--- src/rtl/riscv_iterative_alu.sv ---
// rtl/riscv_iterative_alu.sv - RV32I execute-stage ALU with iterative (or optional barrel) shifter
//
// Ports:
//   clk      core clock, rising edge
//   rst_n    asynchronous active-low reset
//   start    operation request, accepted only while busy=0
//   ALUctrl  4-bit op code {func7[5], func3}; unknown codes execute ADD
//   A, B     operands; shift amount is B[4:0]
//   busy     high while a multi-cycle shift is running
//   done     one-cycle pulse when result/zero are updated
//   result   registered result, held until the next done
//   zero     registered (result == 0)
//
// Build option: define RISCV_ALU_BARREL_SHIFT_EN to replace the one-bit-per-cycle
// shifter with a single-cycle barrel shifter (busy then stays 0).
module riscv_iterative_alu (
    input  logic        clk,
    input  logic        rst_n,
    input  logic        start,
    input  logic [3:0]  ALUctrl,
    input  logic [31:0] A,
    input  logic [31:0] B,
    output logic        busy,
    output logic        done,
    output logic [31:0] result,
    output logic        zero
);

    localparam logic [3:0] OP_ADD  = 4'b0000;
    localparam logic [3:0] OP_SUB  = 4'b1000;
    localparam logic [3:0] OP_SLL  = 4'b0001;
    localparam logic [3:0] OP_SLT  = 4'b0010;
    localparam logic [3:0] OP_SLTU = 4'b0011;
    localparam logic [3:0] OP_XOR  = 4'b0100;
    localparam logic [3:0] OP_SRL  = 4'b0101;
    localparam logic [3:0] OP_SRA  = 4'b1101;
    localparam logic [3:0] OP_OR   = 4'b0110;
    localparam logic [3:0] OP_AND  = 4'b0111;

    // Single-cycle result. In the iterative build shift codes only reach
    // here with shamt=0, so they simply pass A through.
    function automatic logic [31:0] compute(input logic [3:0] op,
                                            input logic [31:0] a,
                                            input logic [31:0] b);
        case (op)
            OP_SUB:  compute = a - b;
            OP_SLT:  compute = {31'b0, ($signed(a) < $signed(b))};
            OP_SLTU: compute = {31'b0, (a < b)};
            OP_XOR:  compute = a ^ b;
            OP_OR:   compute = a | b;
            OP_AND:  compute = a & b;
`ifdef RISCV_ALU_BARREL_SHIFT_EN
            OP_SLL:  compute = a << b[4:0];
            OP_SRL:  compute = a >> b[4:0];
            OP_SRA:  compute = $signed(a) >>> b[4:0];
`else
            OP_SLL:  compute = a;
            OP_SRL:  compute = a;
            OP_SRA:  compute = a;
`endif
            default: compute = a + b;
        endcase
    endfunction

`ifdef RISCV_ALU_BARREL_SHIFT_EN

    assign busy = 1'b0;

    always_ff @(posedge clk or negedge rst_n) begin
        if (!rst_n) begin
            done   <= 1'b0;
            result <= 32'h0;
            zero   <= 1'b1;
        end else begin
            done <= 1'b0;
            if (start) begin
                result <= compute(ALUctrl, A, B);
                zero   <= (compute(ALUctrl, A, B) == 32'h0);
                done   <= 1'b1;
            end
        end
    end

`else

    typedef enum logic {IDLE, SHIFT} state_t;

    state_t      state_q, state_d;
    logic [31:0] acc_q, acc_d;
    logic [4:0]  cnt_q, cnt_d;
    logic [3:0]  op_q, op_d;
    logic [31:0] result_d;
    logic        zero_d, done_d;
    logic [31:0] first_step, acc_step;

    // One-bit shift step. SRA replicates bit 31, which is always the
    // captured A[31] because the MSB never changes during SRA.
    function automatic logic [31:0] shift1(input logic [31:0] v, input logic [3:0] op);
        case (op)
            OP_SLL:  shift1 = {v[30:0], 1'b0};
            OP_SRA:  shift1 = {v[31], v[31:1]};
            default: shift1 = {1'b0, v[31:1]};
        endcase
    endfunction

    assign first_step = shift1(A, ALUctrl);
    assign acc_step   = shift1(acc_q, op_q);
    assign busy       = (state_q == SHIFT);

    always_comb begin
        state_d  = state_q;
        acc_d    = acc_q;
        cnt_d    = cnt_q;
        op_d     = op_q;
        result_d = result;
        zero_d   = zero;
        done_d   = 1'b0;
        case (state_q)
            IDLE: begin
                if (start) begin
                    op_d = ALUctrl;
                    if ((ALUctrl == OP_SLL || ALUctrl == OP_SRL || ALUctrl == OP_SRA) &&
                        (B[4:0] != 5'd0)) begin
                        acc_d = first_step;
                        cnt_d = B[4:0] - 5'd1;
                        if (B[4:0] == 5'd1) begin
                            result_d = first_step;
                            zero_d   = (first_step == 32'h0);
                            done_d   = 1'b1;
                        end else begin
                            state_d = SHIFT;
                        end
                    end else begin
                        result_d = compute(ALUctrl, A, B);
                        zero_d   = (compute(ALUctrl, A, B) == 32'h0);
                        done_d   = 1'b1;
                    end
                end
            end
            SHIFT: begin
                acc_d = acc_step;
                cnt_d = cnt_q - 5'd1;
                if (cnt_q == 5'd1) begin
                    result_d = acc_step;
                    zero_d   = (acc_step == 32'h0);
                    done_d   = 1'b1;
                    state_d  = IDLE;
                end
            end
            default: state_d = IDLE;
        endcase
    end

    always_ff @(posedge clk or negedge rst_n) begin
        if (!rst_n) begin
            state_q <= IDLE;
            acc_q   <= 32'h0;
            cnt_q   <= 5'd0;
            op_q    <= OP_ADD;
            result  <= 32'h0;
            zero    <= 1'b1;
            done    <= 1'b0;
        end else begin
            state_q <= state_d;
            acc_q   <= acc_d;
            cnt_q   <= cnt_d;
            op_q    <= op_d;
            result  <= result_d;
            zero    <= zero_d;
            done    <= done_d;
        end
    end

`endif

endmodule

--- config.mk ---
export PLATFORM = sky130hd
export DESIGN_NAME = riscv_iterative_alu
export DESIGN_NICKNAME = d
export VERILOG_FILES = /design/src/rtl/riscv_iterative_alu.sv
export SDC_FILE = /design/constraint.sdc
export NUM_CORES = 1
export LEC_CHECK = 0
export CORE_MARGIN = 1.5
export CORE_UTILIZATION = 35
export DETAILED_ROUTE_END_ITERATION = 16
export SKIP_LAST_GASP = 1
export SLEW_MARGIN = 15
export SYNTH_ARGS = -nofsm -noshare
export SYNTH_HDL_FRONTEND = slang
export SYNTH_SLANG_ARGS = --single-unit
--- constraint.sdc ---
create_clock -name clk -period 3.58 [get_ports clk]
set_clock_uncertainty 0.1 [all_clocks]
set_input_delay 0.358 -clock clk [delete_from_list [all_inputs] [get_ports clk]]
set_output_delay 0.358 -clock clk [all_outputs]
set_load 0.005 [all_outputs]
==> metrics.cfg <==
[sta]
max_freq_ghz=0.262
final.min_clock_period_ps=3810
relSlewSlack_pct=30.5
fin_crit_sh_pct=107
worstMarginPinSlew_ps=1040
hold_ws_ps=63.6
setup_violations=2
rsz0062_at_grt=yes
maxSlewViolCount=0
finalHoldViolations=0
setup_ws_ps=-233

[critical_path]
path_cells=clkdlybuf4s50_1 -> buf_4 -> buf_6 -> nand4bb_1 -> buf_4 -> o221ai_1 -> a21oi_2 -> nand2b_1 -> or4_4 -> or4_4 -> or4_4 -> nor4_4 -> a41o_1
cp-end-kind=register
worst-setup-path-type=primary input to register
worstPathRequired_ps=3760
critical_path.startpoint=ALUctrl[3]
path_buf_inv=4
worst_path_most_repeated_cell=or4_4
reg2reg_from=busy$_DFF_PN0_
cpMaxStageDelayCell=or4_4
crit_arrival_ps=4000
cp_max_fo=13
cp-start-kind=primary input
path_delay_family=simple AND/OR/NAND/NOR gates
cp_slowest_stage_delay_ps=550

[drt]
viasPerCell=5.75
wl_um=49400
wl_met3_um=3510
drt-initial-drc-count=1463
drtPass1Iterations=6
route.vias.total=13700
final_antenna_net_count=0
top_layer_used=met4
drt-met1-wl_um=21400
wl_met2_um=22400
wl_per_cell_um=20.7
drc_errors=0

[placed_design]
io_buffer_count=105
routabilityCongestion=0.997
dpl_worst_slack_ps=-1320
hpwl_um=38700

[finish]
areaGrowthSynthToFinish_pct=60.5
antennaDiodeCount=0
drive_above_1_share_pct=36.3
nets=2171
fillCellCount=2686

[logic_synthesis]
ys_seq_elements=76
synthArstFlopShare_pct=100
synth_edf_count=0
syn_inst=1478
ys_seq_area_share_pct=18.4
yosysWarningCount=0
syn_nets=1652
synthFlopType=dfrtp_1
synth_area_per_cell_um2=7.01
netlist_area_um2=10400
ys_types=82

[floorplanning]
die_area_um2=30600
die_x_um=175
core_um2=28900
ios=106
die_y_um=175
initial_core_util_pct=35.8
num_rows=62

[clock_tree]
path_clk_slew_ps=60
cts_htree_levels=3
cts_sinks=76
hold_buffers=0
clockBufferDepth=2
numCtsBuffers=9
cts_tree=built
cts_root_buf=clkbuf_16
clkLatencyLatePin_ps=340

[status]
status=finished with violations
violations=setup timing

[grt]
grt_first_pass_wirelength_um=74900
groute.usage.overall_pct=31.4
grt_start_max_net_pins=77
overflow=0
grt_antenna_before_repair=0
grt_pass1_vias=13100

[pwr]
finalPower_mw=7.16
power.density_nw_per_um2=431
p_leak_nw=7.57
peakVddDrop_v=0.000345

[flow_run]
drv_cap=0

[worst_hold_path]
hold_class=primary input to asynchronous set/reset pin

==> synthesized netlist by cell type (8+ instances only) <==
| master | number | area share, % |
|---|---|---|
| a21o_1 | 18 | 1.3 |
| nand4_1 | 18 | 1.1 |
| nor3_1 | 35 | 1.7 |
| o211ai_1 | 13 | 0.94 |
| nand2_1 | 117 | 4.2 |
| o221ai_1 | 18 | 1.5 |
| o21ai_0 | 115 | 5.6 |
| a211oi_1 | 19 | 1.4 |
| o22ai_1 | 13 | 0.79 |
| buf_1 | 16 | 0.58 |
| buf_2 | 11 | 0.53 |
| o21a_1 | 8 | 0.58 |
| clkbuf_1 | 69 | 2.5 |
| nor4_1 | 14 | 0.85 |
| inv_1 | 129 | 4.7 |
| a221o_1 | 18 | 1.7 |
| ha_1 | 101 | 12 |
| nand2b_1 | 16 | 0.97 |
| mux2i_1 | 35 | 3.4 |
| nand3_1 | 28 | 1.4 |
| nor2_1 | 183 | 6.6 |
| mux2_2 | 9 | 0.98 |
| dfrtp_1 | 75 | 18 |
| a21oi_1 | 183 | 8.8 |
| a31oi_1 | 17 | 1.0 |
| o21bai_1 | 11 | 0.80 |
| a22oi_1 | 15 | 1.1 |
| o31ai_1 | 15 | 1.1 |
| a221oi_1 | 21 | 1.8 |
==> through the flow <==
step / cell area [um2] / setup TNS [ps] / cells / utilization [%]
after floorplan: 10400 / -120 / 1478 / -
after global placement: 15100 / -16980 / 2331 / 52.2
after global routing: 16600 / -586 / 2385 / 57.4
after detailed placement: 15100 / -18060 / 2331 / 52.2
final: 16600 / -263 / 2385 / 57.4
after CTS: 16200 / -439 / 2366 / 56.0
==> placed cells by master (no fill, tap or decap), types with 11 or more instances in the layout <==
| master | n |
|---|---|
| a22oi_1 | 15 |
| nor2_1 | 177 |
| o21bai_1 | 11 |
| a21oi_1 | 168 |
| o221ai_1 | 13 |
| o211ai_1 | 13 |
| a21oi_2 | 12 |
| nand3_1 | 27 |
| clkbuf_2 | 11 |
| clkdlybuf4s50_1 | 60 |
| a21o_1 | 18 |
| inv_2 | 39 |
| a221o_1 | 18 |
| inv_1 | 87 |
| nand2b_1 | 14 |
| dfrtp_1 | 74 |
| ha_4 | 28 |
| buf_6 | 16 |
| a211oi_1 | 11 |
| dlygate4sd2_1 | 11 |
| nand4_1 | 18 |
| ha_1 | 67 |
| nand2_1 | 113 |
| o31ai_1 | 15 |
| mux2i_1 | 34 |
| nor3_1 | 27 |
| o22ai_1 | 13 |
| buf_4 | 483 |
| o21ai_0 | 105 |
| a31oi_1 | 16 |
| a221oi_1 | 15 |
==> final timing paths <==
check | end | slack, ps | depth (start not counted)
max | zero$_DFFE_PN1P_ | -230 | 13
min | cnt_q[1]$_DFFE_PN0P_ | 60 | 1
max reg2reg | zero$_DFFE_PN1P_ | 270 | 10
min reg2reg | result[1]$_DFFE_PN0P_ | 380 | 2
max in group asynchronous | busy$_DFF_PN0_ | 2650 | 1
min in group clk | result[1]$_DFFE_PN0P_ | 380 | 2
==> routing by layer <==
metal / track usage [%] / vias to the layer above
li1: - / 6426
met5: 0 / -
met1: 43.0 / 6521
met2: 50.9 / 648
met3: 3.31 / 107
met4: 11.6 / 0
==> power by group <==
part	total (mW)	switching (mW)	internal [mW]
logic	4.54	2.42	2.12
registers	1.66	0.365	1.29
clock network	0.961	0.357	0.604
total	7.16	3.14	4.02
==> cells by family after synthesis <==
kind of cell	synth area share, %
AO/OA/AOI/OAI	35.0
XOR/XNOR	0.930
adder cells (fa/ha/maj)	12.6
buffers and inverters	8.54
AND/OR/NAND/NOR	20.2
multiplexers	4.36
flip-flops	18.4
==> flip-flops by register name (all words and copies together), names as in the netlist <==
register and count:
cnt_q 5, result 32, op_q 4, zero 1, busy 1, done 1
acc_q 32
==> area by class of cell <==
type / count / area [um2] / share of cell area, %
Multi-Input combinational cell: 1173 / 8550 / 51.5
Timing Repair Buffer: 606 / 4870 / 29.3
Sequential cell: 76 / 1900 / 11.5
Inverter: 131 / 500 / 3.01
Tap cell: 384 / 480 / 2.89
Clock buffer: 10 / 229 / 1.38
Clock inverter: 5 / 77.6 / 0.467
==> repair_timing <==
item,4_1_cts,5_1_grt
gates resized for setup,200,115
setup buffers,20,19
pin swaps,45,46
gates cloned,0,1
setup endpoints to repair,24,17
Note: power is estimated with default switching activity, not from simulation.
